[config.mk]
export PLATFORM = sky130hd
export DESIGN_NAME = seg_scan_capture
export DESIGN_NICKNAME = d
export VERILOG_FILES = /design/src/rtl/seg_pkg.sv /design/src/rtl/seg_hex_dec.sv /design/src/rtl/seg_scan_capture.sv
export SDC_FILE = /design/constraint.sdc
export NUM_CORES = 1
export LEC_CHECK = 0
export ABC_AREA = 1
export CORE_ASPECT_RATIO = 0.5
export CORE_MARGIN = 1
export CORE_UTILIZATION = 51
export CTS_CLUSTER_SIZE = 10
export DETAILED_ROUTE_END_ITERATION = 12
export PLACE_DENSITY = 0.82
export SETUP_SLACK_MARGIN = 0.5
export SYNTH_ARGS = -nofsm -noshare
export SYNTH_HDL_FRONTEND = slang
export SYNTH_SLANG_ARGS = --single-unit
[constraint.sdc]
create_clock -name clk_sc -period 1.8 [get_ports clk_sc]
set_input_delay 0.54 -clock clk_sc [delete_from_list [all_inputs] [get_ports clk_sc]]
set_output_delay 0.54 -clock clk_sc [all_outputs]
set_load 0.01 [all_outputs]
[src/rtl/seg_pkg.sv]
// Shared definitions for the 7-segment scan bus (driver and capture sides).
// Bit order on the segment bus is bit0=a .. bit6=g, digit i in code[7i+6:7i].
// Holds the FSM state encoding, bus geometry, glyph constants and index helpers.
package seg_pkg;

  localparam int DIGITS = 4;
  localparam int SEG_W  = 7;
  localparam int CODE_W = DIGITS * SEG_W;

  // FSM state encoding: IDLE waits for digit0, COLLECT gathers digits 1..3.
  typedef logic [0:0] state_t;
  localparam state_t ST_IDLE    = 1'b0;
  localparam state_t ST_COLLECT = 1'b1;

  localparam logic [SEG_W-1:0] G_0 = 7'h3F;
  localparam logic [SEG_W-1:0] G_1 = 7'h06;
  localparam logic [SEG_W-1:0] G_2 = 7'h5B;
  localparam logic [SEG_W-1:0] G_3 = 7'h4F;
  localparam logic [SEG_W-1:0] G_4 = 7'h66;
  localparam logic [SEG_W-1:0] G_5 = 7'h6D;
  localparam logic [SEG_W-1:0] G_6 = 7'h7D;
  localparam logic [SEG_W-1:0] G_7 = 7'h07;
  localparam logic [SEG_W-1:0] G_8 = 7'h7F;
  localparam logic [SEG_W-1:0] G_9 = 7'h6F;
  localparam logic [SEG_W-1:0] G_A = 7'h77;
  localparam logic [SEG_W-1:0] G_B = 7'h7C;
  localparam logic [SEG_W-1:0] G_C = 7'h39;
  localparam logic [SEG_W-1:0] G_D = 7'h5E;
  localparam logic [SEG_W-1:0] G_E = 7'h79;
  localparam logic [SEG_W-1:0] G_F = 7'h71;

  // Entry k is the glyph for nibble k.
  localparam logic [15:0][SEG_W-1:0] GLYPH_TAB = {
    G_F, G_E, G_D, G_C, G_B, G_A, G_9, G_8,
    G_7, G_6, G_5, G_4, G_3, G_2, G_1, G_0
  };

  function automatic logic is_onehot4(input logic [DIGITS-1:0] cs);
    return (cs != '0) && ((cs & (cs - 1'b1)) == '0);
  endfunction

  // Index of the set bit; only meaningful when cs is one-hot.
  function automatic logic [1:0] onehot_idx(input logic [DIGITS-1:0] cs);
    logic [1:0] idx;
    idx = 2'd0;
    if (cs[1]) idx = 2'd1;
    if (cs[2]) idx = 2'd2;
    if (cs[3]) idx = 2'd3;
    return idx;
  endfunction

endpackage

[src/rtl/seg_hex_dec.sv]
// Glyph-to-nibble decoder: maps one 7-segment pattern to its hex digit.
// Ports: glyph (7-bit segment pattern in), ok (legal glyph), nibble (0..F, 0 if unknown).
// Purely combinational, no state.
import seg_pkg::*;

module seg_hex_dec (
  input  logic [SEG_W-1:0] glyph,
  output logic             ok,
  output logic [3:0]       nibble
);

  always_comb begin
    ok     = 1'b0;
    nibble = 4'd0;
    for (int k = 0; k < 16; k++) begin
      if (glyph == GLYPH_TAB[k]) begin
        ok     = 1'b1;
        nibble = 4'(k);
      end
    end
  end

endmodule

[src/rtl/seg_scan_capture.sv]
// Receive side of the 4-digit multiplexed 7-segment scan bus: rebuilds the 28-bit code.
// Ports: clk_sc/rst_n; seg_cs_in, seg_data_in (async pins); code_o/code_valid, blank_o,
//        frame_err; hex_o/hex_ok only when SEG_HEX_DECODE_EN is defined.
// Latency: SETTLE_CYC+3 edges from pin sample to code_valid; no backpressure (pulses only).
import seg_pkg::*;

module seg_scan_capture #(
  parameter int SETTLE_CYC  = 2,
  parameter int TIMEOUT_CYC = 1024
) (
  input  logic              clk_sc,
  input  logic              rst_n,
  input  logic [DIGITS-1:0] seg_cs_in,
  input  logic [SEG_W-1:0]  seg_data_in,
  output logic [CODE_W-1:0] code_o,
  output logic              code_valid,
  output logic              blank_o,
  output logic              frame_err
`ifdef SEG_HEX_DECODE_EN
  ,
  output logic [15:0]       hex_o,
  output logic              hex_ok
`endif
);

  localparam int SW = $clog2(SETTLE_CYC + 1);
  localparam int TW = $clog2(TIMEOUT_CYC);

  logic [DIGITS-1:0]         cs_m, cs_s, cs_p;
  logic [SEG_W-1:0]          seg_m, seg_s, seg_p;
  logic [SW-1:0]             stab_cnt;
  logic                      chg, accept;
  state_t                    state;
  logic [1:0]                exp_idx;
  logic [TW-1:0]             tmo_cnt;
  logic [2:0][SEG_W-1:0]     slots;
  logic [1:0]                idx;
  logic [CODE_W-1:0]         next_code;

  // cs_p/seg_p is the previous synchronised value; a mismatch against cs_s/seg_s
  // marks a change. The counter saturates one past the accept point so accept
  // fires exactly once per stable value.
  assign chg    = {cs_s, seg_s} != {cs_p, seg_p};
  assign accept = !chg && (stab_cnt == SW'(SETTLE_CYC - 1));
  assign idx    = onehot_idx(cs_p);
  assign next_code = {seg_p, slots[2], slots[1], slots[0]};

  always_ff @(posedge clk_sc or negedge rst_n) begin
    if (!rst_n) begin
      cs_m     <= '0;
      cs_s     <= '0;
      cs_p     <= '0;
      seg_m    <= '0;
      seg_s    <= '0;
      seg_p    <= '0;
      stab_cnt <= '0;
    end else begin
      cs_m  <= seg_cs_in;
      cs_s  <= cs_m;
      seg_m <= seg_data_in;
      seg_s <= seg_m;
      cs_p  <= cs_s;
      seg_p <= seg_s;
      if (chg)
        stab_cnt <= '0;
      else if (stab_cnt != SW'(SETTLE_CYC))
        stab_cnt <= stab_cnt + 1'b1;
    end
  end

`ifdef SEG_HEX_DECODE_EN
  logic [DIGITS-1:0]      dec_ok;
  logic [DIGITS-1:0][3:0] dec_nib;

  for (genvar d = 0; d < DIGITS; d++) begin : g_dec
    seg_hex_dec u_dec (
      .glyph  (next_code[d*SEG_W +: SEG_W]),
      .ok     (dec_ok[d]),
      .nibble (dec_nib[d])
    );
  end
`endif

  always_ff @(posedge clk_sc or negedge rst_n) begin
    if (!rst_n) begin
      state      <= ST_IDLE;
      exp_idx    <= 2'd0;
      tmo_cnt    <= '0;
      slots      <= '0;
      code_o     <= '0;
      code_valid <= 1'b0;
      blank_o    <= 1'b0;
      frame_err  <= 1'b0;
`ifdef SEG_HEX_DECODE_EN
      hex_o      <= '0;
      hex_ok     <= 1'b0;
`endif
    end else begin
      code_valid <= 1'b0;
      frame_err  <= 1'b0;
      if (accept) begin
        tmo_cnt <= '0;
        if (cs_p == '0) begin
          blank_o <= 1'b1;
          state   <= ST_IDLE;
        end else begin
          blank_o <= 1'b0;
          if (!is_onehot4(cs_p)) begin
            frame_err <= 1'b1;
            state     <= ST_IDLE;
          end else if (state == ST_IDLE) begin
            // Mid-frame digits seen while idle are the tail of a frame we joined late.
            if (idx == 2'd0) begin
              slots[0] <= seg_p;
              exp_idx  <= 2'd1;
              state    <= ST_COLLECT;
            end
          end else if (idx == exp_idx) begin
            if (idx == 2'd3) begin
              code_o     <= next_code;
              code_valid <= 1'b1;
              state      <= ST_IDLE;
`ifdef SEG_HEX_DECODE_EN
              hex_o      <= dec_nib;
              hex_ok     <= &dec_ok;
`endif
            end else begin
              slots[idx] <= seg_p;
              exp_idx    <= exp_idx + 2'd1;
            end
          end else if (idx == exp_idx - 2'd1) begin
            // Segments changed while the same digit was still selected.
            slots[idx] <= seg_p;
          end else begin
            frame_err <= 1'b1;
            if (idx == 2'd0) begin
              slots[0] <= seg_p;
              exp_idx  <= 2'd1;
            end else begin
              state <= ST_IDLE;
            end
          end
        end
      end else if (state == ST_COLLECT) begin
        if (tmo_cnt == TW'(TIMEOUT_CYC - 1)) begin
          frame_err <= 1'b1;
          state     <= ST_IDLE;
          tmo_cnt   <= '0;
        end else begin
          tmo_cnt <= tmo_cnt + 1'b1;
        end
      end else begin
        tmo_cnt <= '0;
      end
    end
  end

endmodule

==> metrics <==
Sink Count=100; PnR worst setup slack=-0.0224 ns; gr ovfl total=0; largest net degree at the start of global routing=46; CTS tree=built; R2R Path End=code_o[21]; number of port buffers=43; Worst VDD drop=456 uV; violations in the final reports=negative setup slack; Min-Delay Path Class=input pin to asynchronous set/reset pin; Die Span X=131 um; Slew HR=around two thirds; Mapped Area=4240 um^2; num rows=23; fmax=0.549 GHz; Synth Instances=485; post-route insts no fill=725; First-pass DRT Iterations=5; antenna violations before repair=0; sequential share of the synthesized area=about three fifths; Routed Antenna Nets=0; final setup vio count=1; fin crit period=1.82 ns; clock tree root driver cell=clkbuf_16; Detailed Route WL=10,200 um; TritonCTS Buffers=9; Placed Cells=660; Initial Util=between 50% and 60%; GRT Overall Usage=between 20% and 30%; crit path from=cs_p[3]; total power=0.00455 W; synth unique cells=28; H-Tree Depth=3; R2R depth=10; commonest cells in the netlist=nand2_1, dfrtp_1, inv_1; via count=3,689; Pins Over Slew Limit=0; Area Overhead vs Synth=39.9%; antenna diode count=0; RePlAce Congestion=slightly above 0.9; P_leak=~3.3 nW; worst-margin pin slew=0.489 ns; Hold Buf Count CTS=0; chip height=66.5 um; global-route wire length before repair=15,000 um; ys flop type=dfrtp_1; run status=finished with violations; Iter 0 DRT Violations=roughly 410; Routed WL per cell=14.0 um; Synth Net Count=501; number of global-route vias before repair=3,179; asr flop ratio synth=100%; EDFF count, synth=0; Die ar.=8700 um^2; Worst EP required=about 2.0 ns; Skew-Pair Late Insertion Delay=0.35 ns; critical path arrival=2.05 ns; DRC violations left=0; syn avg cell area=~9 um^2; RSZ-0062 raised after global routing=true; dpl ws=0.0209 ns; Setup Skew=0.00728 ns; reg-to-reg critical path startpoint=cs_p[3]; fin nets=between 600 and 700; Worst Setup EP=code_o[21]; area leader, netlist=dfrtp_1; count leader, synth=nand2_1; Setup crit start kind=flop; Layout fillers=507; Yosys reg bits=100; final setup TNS=-0.0224 ns; synth warn=0; Setup CP Type=flop to flop; Max Buffers Root-to-Sink=2; top-area cell type share of the netlist area=between 50% and 60%; final period utilization=101%; Worst-path clk slew=0.07 ns; HPWL after DPL=6130 um; endpoint type of the worst setup path=flop; Final Hold Fails=0; Pwr Density=approximately 770 nW/um^2; I/O pin count=44; Max Cap Viol=0; r2r setup slk=-0.02 ns; share of post-route cells with drive strength above 1=38.2%; core area=8030 um^2; top cells by area, synth=dfrtp_1, nand2_1, inv_1; Via-to-Cell Ratio=5.09; worst-path fanout max=7
==> final cells by class <==
| type | instances | area [um^2] | share of cell area, % |
|---|---|---|---|
| clock buffer | 9 | 225 | 3.80 |
| clock inverter | 7 | 73.8 | 1.24 |
| inverter | 52 | 215 | 3.63 |
| multi-input combinational | 323 | 1780 | 30.1 |
| sequential | 100 | 2500 | 42.2 |
| tap | 112 | 140 | 2.36 |
| timing repair buffer | 122 | 988 | 16.7 |
==> routing by layer <==
metal  routed length, um  up-vias  global-route usage, %
met4                 238        0                   9.05
met2                5010      129                   38.3
met5                   0        -                      0
met1                4320     1759                   30.3
met3                 614       30                   6.02
li1                    -     1771                      -
==> metrics by stage <==
step | instance area (um^2) | utilization, % | hold WS, ns
3_5_place_dp | 5020 | 62.5 | 0.335
3_3_place_gp | 5020 | 62.5 | 0.332
6_report | 5930 | 73.9 | 0.0387
4_1_cts | 5540 | 69.0 | 0.0361
5_1_grt | 5930 | 73.9 | 0.0456
2_1_floorplan | 4280 | - | 0.244
==> how the worst min path moves through the flow <==
stage,slack [ns],start,end,cells after the start
floorplan,0.24,rst_n,blank_o,0
global placement,0.33,seg_m[3],seg_s[3],0
detailed placement,0.33,cs_m[0],cs_s[0],0
CTS,0.04,rst_n,code_valid,1
global route,0.05,rst_n,code_valid,1
finish,0.04,rst_n,code_valid,1
==> worst max-delay path, stage by stage (launching register included) <==
cell	delay (ns)
dfrtp_2	0.46
nor2_4	0.23
nand2_4	0.07
a21o_1	0.19
inv_2	0.07
nand2_4	0.07
nor2_8	0.15
nand2_8	0.11
buf_8	0.16
nand2_1	0.08
o21ai_1	0.11
==> registers in the layout, summed over array words and instances, names as in the netlist <==
name / count
code_valid: 1
seg_s: 7
exp_idx: 2
seg_m: 7
state: 1
cs_p: 4
tmo_cnt: 10
stab_cnt: 2
seg_p: 7
cs_s: 4
next_code: 21
cs_m: 4
blank_o: 1
code_o: 28
frame_err: 1
==> cell families after synthesis <==
group	after synthesis	share of synthesized area [%]
flops	100	59.0
xor+xnor	8	1.65
compound gates	25	3.07
buf+inv	62	6.32
fa+ha+maj	3	0.886
simple gates	287	29.0
==> layout by cell type (no fill, tap or decap), drive strengths merged, types with 10 or more instances in the layout <==
cell	count
nand2	220
buf	110
dfrtp	100
inv	53
nor2	25
nand4	22
o21ai	19
nand3	18
clkdlybuf4s50	11
clkbuf	10
==> power breakdown <==
group | internal, W | switching (W)
Sequential | 0.00228 | 0.0000321
Clock | 0.00108 | 0.000855
Combinational | 0.000123 | 0.000169
==> timing repair <==
item,4_1_cts,5_1_grt
resized for setup,167,79
cloned,0,1
endpoints found under the setup margin,96,98
pin swaps,38,23
buffers inserted,29,19
Note: power is estimated with default switching activity, not from simulation.
==> variant 1, RTL diff (config.mk and constraints unchanged) <==
The option `SEG_HEX_DECODE_EN` is turned on by a define.
--- a/src/rtl/seg_scan_capture.sv
+++ b/src/rtl/seg_scan_capture.sv
@@ -2,6 +2,8 @@
 // Ports: clk_sc/rst_n; seg_cs_in, seg_data_in (async pins); code_o/code_valid, blank_o,
 //        frame_err; hex_o/hex_ok only when SEG_HEX_DECODE_EN is defined.
 // Latency: SETTLE_CYC+3 edges from pin sample to code_valid; no backpressure (pulses only).
+`define SEG_HEX_DECODE_EN
+
 import seg_pkg::*;
 
 module seg_scan_capture #(
Formal check against the unedited RTL (old outputs only; new: hex_o and hex_ok): equivalent (equiv_simple and equiv_induct, registers matched by name and starting in step).
==> variant 1 against the original RTL <==
The flow still finishes with violations (setup timing); sequential cell count is 17 higher; cell area grew 42%; total power increased by 47%; final cell count up 50%; largest cell class is now multi-input combinational cells; wire length grew 90%; non-clock buffer count rose by 33; synthesized area up 38%; critical path depth grew 1; critical path type unchanged; clock power is 88% higher; highest routed layer unchanged; combinational power up 19%; worst setup slack lost 210 ps; sequential power grew 16%.
==> variant 1: results (changes against the original RTL) <==
Route
  • Wl on met1: 7820 microns (+81%)
  • Met3 wire len: 1540 microns (+150%)
  • DR iter-0 viols: 502 (+21%)
  • First-pass detailed-route iteration total: 6 (+1)

Outcome
  • Failing checks: setup timing
  • Outcome: complete, but fails checks

Pwr
  • Power per cell area: 792 mW/mm^2 (+3.4%)
  • Clock group: 3.64 mW (+88%)
  • VDD IR-drop max: 0.686 mV (+50%)

Finish
  • Layout cells sized above 1: 33.7% (-4.5 points)
  • Final nets: 946 (+52%)
  • Non-Filler Instances: 1089 (+50%)

Timing
  • Final setup vio count: 80 (+79)
  • Setup Skew: 11.1 ps (+3.84 ps)
  • Final worst slack: -231 ps (-209 ps)
  • Slew @ Worst Pin: 550 ps (+60.9 ps)

Critical path
  • Reg2Reg Depth: 11 (+1)
  • Worst r2r src: seg_s[5]$_DFF_PN0_
  • Reg2reg end: next_code[11]$_DFFE_PN0P_
  • Highest cell delay on the worst timing path: 440 ps (-20 ps)
  • CP arrival: 2340 ps (+290 ps)

Global routing
  • Antenna violations before repair: 1 (+1)
  • All-Layer GR Usage: 28.4% (+4.9 points)
  • Vias in the first global route: 5493 (+73%)
  • First-pass GRT wire length: 26200 microns (+75%)

Placement
  • Placed Cells: 999 (+51%)
  • Dpl cell area: 0.00692 sq mm (+38%)
  • Hpwl dp: 9670 microns (+58%)
  • Port Buf Inserts: 60 (+40%)
  • Pre-CTS WS: -126 ps (-147 ps)

Yosys
  • Main area contributors after synthesis: dfrtp_1, nand2_1, nor2_1
  • Post-synth top cells: nand2_1, dfrtp_1, nor2_1
  • Synthesized Nets: 791 (+58%)
  • Register area share after synthesis: 50.0% (-9.0 points)

CTS
  • Htree depth: 4 (+1)
  • Clock latency on the worst-skew pair: 420 ps (+70 ps)
## variant 1: cell type report
class                   count  area, sq um  area share, %
diodes                      1         2.50         0.0297
inverters                  96          378           4.48
clock buffers              17          425           5.04
repair buffers            155         1340           15.9
clock inverters            15          191           2.27
flip-flops and latches    117         2930           34.7
well taps                 145          181           2.15
multi-input cells         543         2990           35.4
## variant 1: cell families (layout without fill, tap and decap cells)
family | after synthesis | in the layout | synth area share (%)
flip-flops | 117 | 117 | 50.0
AND/OR/NAND/NOR | 464 | 464 | 34.4
AO/OA/AOI/OAI | 69 | 69 | 6.09
XOR/XNOR | 7 | 7 | 1.05
other | 0 | 1 | 0
adder cells (fa/ha/maj) | 3 | 3 | 0.642
buffers and inverters | 115 | 283 | 7.74
## variant 1: timing repair
item	CTS	global route
buffers inserted	21	30
endpoints found under the hold margin	0	0
cloned	0	6
pin swaps	15	36
hold buffers	0	0
endpoints found under the setup margin	130	132
gates resized for setup	259	115
==> variant 2, RTL diff (same settings) <==
Without the edit above. Put one more register stage on the output `code_o`, cleared by the reset. The value now appears one clock later. The other outputs are not delayed to match.
--- a/src/rtl/seg_scan_capture.sv
+++ b/src/rtl/seg_scan_capture.sv
@@ -25,6 +25,8 @@
 
   localparam int SW = $clog2(SETTLE_CYC + 1);
   localparam int TW = $clog2(TIMEOUT_CYC);
+
+  logic [CODE_W-1:0] code_s0;
 
   logic [DIGITS-1:0]         cs_m, cs_s, cs_p;
   logic [SEG_W-1:0]          seg_m, seg_s, seg_p;
@@ -87,7 +89,7 @@
       exp_idx    <= 2'd0;
       tmo_cnt    <= '0;
       slots      <= '0;
-      code_o     <= '0;
+      code_s0    <= '0;
       code_valid <= 1'b0;
       blank_o    <= 1'b0;
       frame_err  <= 1'b0;
@@ -117,7 +119,7 @@
             end
           end else if (idx == exp_idx) begin
             if (idx == 2'd3) begin
-              code_o     <= next_code;
+              code_s0    <= next_code;
               code_valid <= 1'b1;
               state      <= ST_IDLE;
 `ifdef SEG_HEX_DECODE_EN
@@ -155,5 +157,13 @@
     end
   end
 
+  always_ff @(posedge clk_sc or negedge rst_n) begin
+    if (!rst_n) begin
+      code_o <= '0;
+    end else begin
+      code_o <= code_s0;
+    end
+  end
+
 endmodule
 
Function: same outputs for any inputs over 10 cycles, from zero or initial values and one cycle with rst_n low; that may be too few to reach the edited logic, so the function may still have changed.
==> variant 2 against the original RTL <==
The run still ends with setup timing left; cell area grew 12%; wire length rose by 23%; sequential power grew 27%; total power up 53%; combinational power about the same; critical endpoint is now next_code[15]$_DFFE_PN0P_; via count grew 7.4%; sequential cell count rose by 28; count of clock-buffer cells in the layout rose by 12; clock skew increased by 0.66 ps; non-clock buffer count fell by 26; sequential share of layout area increased by 5.9 points; synthesized area rose by 14%; worst setup slack worse by 110 ps.
==> variant 2: results (changes against the original RTL) <==
Outcome
  • Outcome: complete, but fails checks
  • Failing checks: setup timing

Timing
  • Final worst slack: -128 ps (-105 ps)
  • Final setup vio count: 48 (+47)

Route
  • Wire per inst: 17.4 microns (+24%)
  • Via density: 5.49 (+8.0%)
  • Met2 WL post-DR: 6120 microns (+22%)

CTS
  • Num CTS Buffers: 17 (+8)
  • Clock latency on the worst-skew pair: 420 ps (+70 ps)
  • Number of gates resized after CTS: 153 (-8.4%)
  • Post-CTS Setup Bufs: 11 (-62%)

Global routing
  • First-pass GRT wire length: 17300 microns (+15%)
  • Largest net degree at the start of global routing: 79 (+72%)
  • Vias in the first global route: 3566 (+12%)

Yosys
  • Synthesized Nets: 503 (+0.40%)
  • Main area contributors after synthesis: dfrtp_1, nand2_1, nand4_1
  • Compound-Gate Fraction of Synth Area: 1.73% (-1.3 points)
  • XOR/XNOR Fraction of Synth Area: 1.63% (-0.025 points)
  • Syn avg cell area: 9.94 sq um (+14%)

Critical path
  • Max FO, Critical Path: 17 (+10)

Floorplanning
  • Std cell rows: 24 (+4.3%)

Finish
  • Inverters: 45 (-13%)
  • Seq area share: 48.1% (+5.9 points)
  • Fraction of area in multi-input gates: 25.2% (-4.9 points)

Pwr
  • VDD IR-drop max: 0.746 mV (+63%)
## variant 2: layer usage
metal,GRT usage (%),vias up
li1,-,1755
met1,28.8,1910
met2,38.4,235
met3,6.64,61
met4,12.7,0
met5,0,-
## variant 2: power by group through the flow
stage	logic, mW	registers [mW]	clock network, mW
2_1_floorplan	0.0853	2.99	0
3_3_place_gp	0.213	3.00	0
3_5_place_dp	0.219	3.00	0
4_1_cts	0.240	2.95	3.71
5_1_grt	0.316	2.96	3.85
6_report	0.292	2.95	3.69
## variant 2: worst paths after layout
kind | end | slack [ps] | cells after the start
setup / recovery | next_code[15]$_DFFE_PN0P_ | -130 | 8
hold / removal | cs_p[0]$_DFF_PN0_ | 120 | 2
setup reg to reg | next_code[15]$_DFFE_PN0P_ | -130 | 8
hold reg to reg | seg_s[3]$_DFF_PN0_ | 350 | 0
max in group asynchronous | code_o[4]$_DFF_PN0_ | 1320 | 2
min in group clk_sc | seg_s[3]$_DFF_PN0_ | 350 | 0
